[src/rtl/uart_rx_byte_framer.sv]
// UART receive front end: synchronises the serial line, recovers 8N1 frames by mid-bit sampling and
// holds each byte in a one-entry valid/ready register. Define UART_RX_PARITY_EN for 8E1 framing.
module uart_rx_byte_framer #(
  parameter int unsigned CLKS_PER_BIT = 234,
  parameter int unsigned SYNC_STAGES  = 2
) (
  input  logic       clk,
  input  logic       rst,
  input  logic       uart_rx,
  output logic [7:0] rx_data,
  output logic       rx_valid,
  input  logic       rx_ready,
  output logic       frame_err,
  output logic       overrun,
`ifdef UART_RX_PARITY_EN
  output logic       parity_err,
`endif
  output logic       rx_busy
);

  localparam int unsigned CntW = $clog2(CLKS_PER_BIT);
  localparam logic [CntW-1:0] BitLast  = CntW'(CLKS_PER_BIT - 1);
  localparam logic [CntW-1:0] HalfLast = CntW'(CLKS_PER_BIT / 2 - 1);
  localparam logic [CntW-1:0] CntOne   = CntW'(1);

  typedef enum logic [2:0] {
    StIdle,
    StStart,
    StData,
`ifdef UART_RX_PARITY_EN
    StParity,
`endif
    StStop,
    StWaitIdle
  } state_e;

  state_e                 r_state;
  logic [SYNC_STAGES-1:0] r_sync;
  logic [CntW-1:0]        r_baud;
  logic [2:0]             r_bit_idx;
  logic [7:0]             r_shift;
  logic [7:0]             r_data;
  logic                   r_valid;
  logic                   r_frame_err;
  logic                   r_overrun;

  logic w_rx_s;
  logic w_baud_done;
  logic w_stop_sample;
  logic w_par_ok;
  logic w_complete;

  assign w_rx_s        = r_sync[SYNC_STAGES-1];
  assign w_baud_done   = (r_baud == '0);
  assign w_stop_sample = (r_state == StStop) && w_baud_done;

`ifdef UART_RX_PARITY_EN
  logic r_par;
  logic r_parity_err;
  assign w_par_ok   = ~(^{r_shift, r_par});
  assign parity_err = r_parity_err;
`else
  assign w_par_ok = 1'b1;
`endif

  assign w_complete = w_stop_sample && w_rx_s && w_par_ok;

  always_ff @(posedge clk or posedge rst) begin
    if (rst) begin
      r_sync      <= '1;
      r_state     <= StIdle;
      r_baud      <= '0;
      r_bit_idx   <= '0;
      r_shift     <= '0;
      r_data      <= '0;
      r_valid     <= 1'b0;
      r_frame_err <= 1'b0;
      r_overrun   <= 1'b0;
`ifdef UART_RX_PARITY_EN
      r_par        <= 1'b0;
      r_parity_err <= 1'b0;
`endif
    end else begin
      r_sync      <= {r_sync[SYNC_STAGES-2:0], uart_rx};
      r_frame_err <= 1'b0;
      r_overrun   <= 1'b0;
`ifdef UART_RX_PARITY_EN
      r_parity_err <= w_stop_sample && w_rx_s && !w_par_ok;
`endif

      case (r_state)
        StIdle: begin
          if (!w_rx_s) begin
            r_baud  <= HalfLast;
            r_state <= StStart;
          end
        end
        StStart: begin
          if (!w_baud_done) begin
            r_baud <= r_baud - CntOne;
          end else if (!w_rx_s) begin
            r_baud    <= BitLast;
            r_bit_idx <= '0;
            r_state   <= StData;
          end else begin
            // Start bit gone by mid-bit: treat as a glitch.
            r_state <= StIdle;
          end
        end
        StData: begin
          if (!w_baud_done) begin
            r_baud <= r_baud - CntOne;
          end else begin
            r_shift[r_bit_idx] <= w_rx_s;
            r_baud             <= BitLast;
            r_bit_idx          <= r_bit_idx + 3'd1;
            if (r_bit_idx == 3'd7) begin
`ifdef UART_RX_PARITY_EN
              r_state <= StParity;
`else
              r_state <= StStop;
`endif
            end
          end
        end
`ifdef UART_RX_PARITY_EN
        StParity: begin
          if (!w_baud_done) begin
            r_baud <= r_baud - CntOne;
          end else begin
            r_par   <= w_rx_s;
            r_baud  <= BitLast;
            r_state <= StStop;
          end
        end
`endif
        StStop: begin
          if (!w_baud_done) begin
            r_baud <= r_baud - CntOne;
          end else if (w_rx_s) begin
            r_state <= StIdle;
          end else begin
            r_frame_err <= 1'b1;
            r_state     <= StWaitIdle;
          end
        end
        StWaitIdle: begin
          if (w_rx_s) r_state <= StIdle;
        end
        default: r_state <= StIdle;
      endcase

      // Holding register: a same-cycle handshake frees the slot for the new byte.
      if (w_complete) begin
        if (!r_valid || rx_ready) begin
          r_data  <= r_shift;
          r_valid <= 1'b1;
        end else begin
          r_overrun <= 1'b1;
        end
      end else if (r_valid && rx_ready) begin
        r_valid <= 1'b0;
      end
    end
  end

  assign rx_data   = r_data;
  assign rx_valid  = r_valid;
  assign frame_err = r_frame_err;
  assign overrun   = r_overrun;
  assign rx_busy   = (r_state != StIdle);

endmodule

[config.mk]
export PLATFORM = sky130hd
export DESIGN_NAME = uart_rx_byte_framer
export DESIGN_NICKNAME = d
export VERILOG_FILES = /design/src/rtl/uart_rx_byte_framer.sv
export SDC_FILE = /design/constraint.sdc
export NUM_CORES = 1
export LEC_CHECK = 0
export CELL_PAD_IN_SITES_DETAIL_PLACEMENT = 1
export CELL_PAD_IN_SITES_GLOBAL_PLACEMENT = 2
export CORE_ASPECT_RATIO = 0.6
export CORE_MARGIN = 10
export CORE_UTILIZATION = 37
export DETAILED_ROUTE_END_ITERATION = 8
export PLACE_DENSITY = 0.84
export SYNTH_ARGS = -nofsm -noshare
export SYNTH_HDL_FRONTEND = slang
export SYNTH_SLANG_ARGS = --single-unit
[constraint.sdc]
create_clock -name clk -period 2.4 [get_ports clk]
set_input_delay 0.48 -clock clk [delete_from_list [all_inputs] [get_ports clk]]
set_output_delay 0.48 -clock clk [all_outputs]
set_load 0.005 [all_outputs]
== Yosys cells after proc, flatten, opt, wreduce, memory -nomap -nowiden ==
Index checks and enable logic that the tools add are counted.

* Register bits: 35
* Input port bits: 4
* Output and inout bits: 12
* Logic and storage cells: 76

* Equality and inequality tests: 15
* Add/sub/neg operators: 2
* Reductions and logical operators: 18
* Order comparisons: 2
* Muxes and demuxes: 30

{| class="wikitable"
|+ Operator list
! cell !! number
|-
| 8-bit two-way mux || 5
|-
| 8-bit one-hot mux with 4 select lines || 1
|-
| 3-bit two-way mux || 10
|-
| 2-bit inequality test, second input constant || 8
|-
| 3-bit one-hot mux with 5 select lines || 1
|-
| 1-bit two-way mux || 9
|-
| 8-bit bitwise mux || 1
|-
| 8-bit logical NOT || 1
|-
| 4-bit AND reduction || 2
|-
| 8-bit by 1-bit subtractor with 8-bit output, second input constant || 1
|-
| 3-bit by 2-bit equality test with 1-bit output, second input constant || 2
|-
| 3-bit equality test, second input constant || 2
|-
| 3-bit one-hot mux with 2 select lines || 1
|-
| 2-bit AND reduction || 3
|-
| 6-bit AND reduction || 1
|-
| 1-bit logical AND || 4
|-
| 3-bit by 4-bit < comparator with 1-bit output, second input constant || 1
|-
| 2-bit nonzero test || 2
|-
| 4-bit nonzero test || 1
|-
| 3-bit by 1-bit adder with 3-bit output, second input constant || 1
|-
| 1-bit demux with 3-bit select || 1
|-
| 3-bit by 1-bit equality test with 1-bit output, second input constant || 1
|-
| 3-bit by 1-bit greater-or-equal comparator with 1-bit output, second input constant || 1
|-
| 3-bit logical NOT || 1
|-
| other kinds (6) || 6
|}

== Depth between registers and ports, before layout ==
* Depth after elaboration: 5
* Gate-level depth with buffers: 7
* Mapped depth without buffers: 6

== Worst setup path before layout ==
OpenSTA, ideal clock, no wires.

* Path type: reg2reg
* From: register r_baud[0]
* To: register r_data[3] (netlist: rx_data[3])
* Library setup time: 125 ps
* Required time: 2275 ps
* Stages on the path, launching flop included: 8
* Period minus slack after synthesis: 2210 ps
* Path buffers: 1
* Slack: 190 ps
* Data arrival time: 2085 ps
* Cells stage by stage: dfrtp_1 > inv_1 > ha_1 > or3b_2 > buf_2 > nor3_4 > nand4_4 > mux2_4

* Cells in the longest elaborated chain, start to end: 4

{| class="wikitable"
|+ Ends and longest elaborated chain
! item !! line !! text
|-
| start: declaration || 39 || <nowiki>logic [CntW-1:0] r_baud;</nowiki>
|-
| start signal: assignment || 94 || <nowiki>r_baud <= HalfLast;</nowiki>
|-
| start signal: assignment || 100 || <nowiki>r_baud <= r_baud - CntOne;</nowiki>
|-
| start signal: assignment || 102 || <nowiki>r_baud <= BitLast;</nowiki>
|-
| 8-bit logical NOT || 54 || <nowiki>assign w_baud_done = (r_baud == '0);</nowiki>
|-
| 1-bit logical AND || 55 || <nowiki>assign w_stop_sample = (r_state == StStop) && w_baud_done;</nowiki>
|-
| 1-bit logical AND || 66 || <nowiki>assign w_complete = w_stop_sample && w_rx_s && w_par_ok;</nowiki>
|-
| 2-bit AND reduction (no line) || n/a ||
|-
| end signal: assignment || 156 || <nowiki>r_data <= r_shift;</nowiki>
|-
| end: declaration || 42 || <nowiki>logic [7:0] r_data;</nowiki>
|}

Every way passes these cells.
A chain may end at the register's enable or synchronous reset.

== Worst setup path in the final report ==
* From: register r_state[1]
* To: output port rx_busy

* Cells in the longest elaborated chain, start to end: 1

{| class="wikitable"
|+ Ends and longest elaborated chain
! item !! line !! text
|-
| start: declaration || 37 || <nowiki>state_e r_state;</nowiki>
|-
| start signal: assignment || 71 || <nowiki>r_state <= StIdle;</nowiki>
|-
| start signal: assignment || 95 || <nowiki>r_state <= StStart;</nowiki>
|-
| start signal: assignment || 104 || <nowiki>r_state <= StData;</nowiki>
|-
| 3-bit nonzero test || 171 || <nowiki>assign rx_busy = (r_state != StIdle);</nowiki>
|-
| end: declaration || 18 || <nowiki>output logic rx_busy</nowiki>
|}

Every way passes these cells.

==> metrics.md <==
| Metric | Value |
|---|---|
| Status | complete, no violations |
| Starting density of the core | 39.5% |
| Slew Viols, Final | 0 |
| Die width | 112 um |
| TritonCTS Buffers | 5 |
| Iter 0 DRT Violations | 101 |
| Later-pin clock latency in the skew report | 0.30 ns |
| Dpl ws | 0.148 ns |
| Post-Syn Area per Cell | 10.6 sq um |
| Simple-gate share of the synthesized area | 18.7% |
| Clk buf depth | 2 |
| Final Wtd Congestion | 0.799 |
| Worst-path clk slew | 0.07 ns |
| Post-CTS setup repair buffer count | 0 |
| Root buffer cell | clkbuf_8 |
| Finished Core Util | 47.3% |
| Crit-path max FO | 15 |
| Post-DP HPWL | 3680 um |
| Most instantiated cells after synthesis | dfrtp_1 (33), mux2_2 (16), nor2_1 (13) |
| Worst Hold Margin | 0.360 ns |
| Synth-to-Final Area Change | 19.6% |
| Largest family of logic cells by synthesized area | simple AND/OR/NAND/NOR gates |
| Final worst slack | 0.223 ns |
| Critical Path End Type | output pin |
| Peak Freq | 459 MHz |
| Antenna cells | 0 |
| Site Rows | 19 |
| Placed cell count | 256 |
| Final WL | 4840 um |
| Metal3 WL | 267 um |
| Fraction of registers with async set/reset | 100% |
| Via density | 5.70 |
| Relative slew slack | 63.3% |
| Post-Synth XOR/XNOR Area | 0.936% |
| CTS tree | yes |
| Post-synth cell types | 50 |
| Post-synthesis sequential area ratio | 47.0% |
| Area share of fa/ha/maj cells after synthesis | 2.68% |
| Post-route ant nets | 0 |
| Hold Fails Final Rpt | 0 |
| Worst slew pin tran | 0.550 ns |
| Clk_skew | 0.00487 ns |
| Vias in the first global route | 1552 |
| Mapped Area | 1870 sq um |
| Multi-input logic area | 917 sq um |
| H-tree level count | 2 |
| WL met1 | 2400 um |
| Ys flop type | dfrtp_1 |
| Sequential cell area | 878 sq um |
| Worst vdd ir | 0.000226 V |
| Largest net degree at the start of global routing | 25 |
| Post-synth top area share | 44.1% |
| Mux share of post-synthesis cell area | 11.5% |
| Sink Count | 35 |
| Synth Register Bits | 35 |
| Vias | 1506 |
| Slowest CP cell | dfrtp_1 |
| Boundary pin count | 16 |
| Initial antenna violation count | 0 |
| Global route total overflow | 0 |
| # nets final | 208 |
| Port buffer count | 15 |
| CP Class | flip-flop to output pin |
| Global-route wire length before repair | 8020 um |
| CP arrival | 1.70 ns |
| CP peak stage delay | 0.63 ns |
| Req. time, crit path | 1.92 ns |
| TNS Setup | 0 ns |
| All-Layer GR Usage | 12.0% |
| Top post-synthesis cells by area | dfrtp_1 (44%), mux2_2 (9.6%), dfstp_2 (2.8%), ha_1 (2.7%), nand3_1 (2.7%) |
| Most common cell in the synthesized netlist | dfrtp_1 |
| Final worst path period share | 90.7% |
| Top layer in use | met4 |
| Layout cell share with drive strength beyond 1 | 20.4% |
| Cells along the critical path | nor2_1 -> nand2_1 -> clkdlybuf4s50_1 |
| Compound-Gate Fraction of Synth Area | 15.1% |
| Layout Cells excl Fill | 264 |
| Max Cap Violations | 0 |
| Synthesized net count | 184 |
| Hold buffers post-CTS | 0 |
| Drt first pass iters | 4 |
| Gate count after technology mapping | 176 |
| Unrepaired setup endpoints after global routing | false |
| Die Footprint | 8390 sq um |
| Setup violators final | 0 |
| Post-CTS sizing | 0 |
| Hold Crit Class | flip-flop to flip-flop |
| Synth warnings | 0 |
| Post-DR wirelength/cell | 18.3 um |
| Lkg Pwr | 1.01 nW |
| Startpoint types | flip-flop |
| FILL cells | 529 |
| Minimum clock period | 2.18 ns |
| Die height | 75.1 um |
| Core area | 4730 sq um |
| P per Cell Area | 482 nW/um^2 |
| # DRC | 0 |
| Post-synth EDFFs | 0 |
| Synth area leader | dfrtp_1 |
| Met2 routed WL | 2100 um |
## cells by family (layout without fill, tap and decap cells)
family,after synthesis,after routing
AOI/OAI and AO/OA,38,38
xor gates and xnor gates,2,2
adders and majority gates,4,4
buffers and inverters,16,41
DFF,35,35
muxes,19,19
and+or+nand+nor,62,62
## layout by cell type (no fill, tap or decap), types with 2 or more instances in the layout
cell type	instances
o22ai_1	2
o31ai_1	2
nand3_1	10
o32a_1	2
nor4_1	2
o21ai_0	4
nor2b_1	5
dfstp_2	2
nand2_1	9
clkdlybuf4s50_1	15
buf_4	10
nand2b_1	5
a31oi_1	2
and2_1	2
a221oi_1	5
a21oi_1	4
nand4_1	4
mux2i_1	2
a21o_1	2
ha_1	4
mux2_2	16
nor3_1	3
o21a_1	2
a221o_1	2
or3_1	2
inv_1	7
dfrtp_1	33
clkbuf_8	6
o21bai_1	2
nor2_1	13
## per-layer routing
metal	vias up	global-route usage (%)
met1	769	16.2
met2	31	17.7
li1	698	-
met3	8	3.65
met5	-	0
met4	0	4.68
## worst paths after layout
kind / startpoint / to / slack (ns) / cells past startpoint
setup / recovery: r_state[1]$_DFFE_PP0P_ / rx_busy / 0.22 / 3
hold / removal: r_sync[0]$_DFF_PP1_ / r_sync[1]$_DFF_PP1_ / 0.36 / 0
setup reg to reg: r_baud[0]$_DFFE_PP0P_ / r_shift[7]$_DFFE_PP0P_ / 0.26 / 7
hold reg to reg: r_sync[0]$_DFF_PP1_ / r_sync[1]$_DFF_PP1_ / 0.36 / 0
max in group asynchronous: rst / rx_data[0]$_DFFE_PP0P_ / 1.35 / 3
min in group asynchronous: rst / r_baud[4]$_DFFE_PP0P_ / 0.54 / 2
## worst max-delay path: cells and delay by family, from the launching register on
family / cells / cell delay [ns]
flops: 1 / 0.63
buf+inv: 1 / 0.52
simple gates: 2 / 0.25
## registers in the layout, indices dropped and copies added, names as in the netlist
register and count:
frame_err 1, overrun 1, r_baud 8, r_bit_idx 3, r_shift 8, r_state 3, r_sync 2, rx_data 8
rx_valid 1
## stage by stage
step,total power [mW],instance area (sq um)
finish,1.08,2240
global route,1.11,2240
floorplan,0.620,1870
CTS,1.09,2230
global placement,0.636,2140
detailed placement,0.637,2140
## power by group
part | leakage [nW] | internal [mW] | switching [mW] | total [mW]
sequential | 0.468 | 0.593 | 0.000669 | 0.593
clock | 0.0482 | 0.232 | 0.221 | 0.453
combinational | 0.496 | 0.0110 | 0.0205 | 0.0316
total | 1.01 | 0.835 | 0.242 | 1.08
## final cells by class
cell class,count,area share (%)
clock inverters,1,0.224
clock buffers,7,3.86
inverters,7,1.17
multi-input cells,125,41.0
flip-flops and latches,35,39.3
repair buffers,26,11.0
well taps,63,3.52
(Power assumes the default switching activity.)
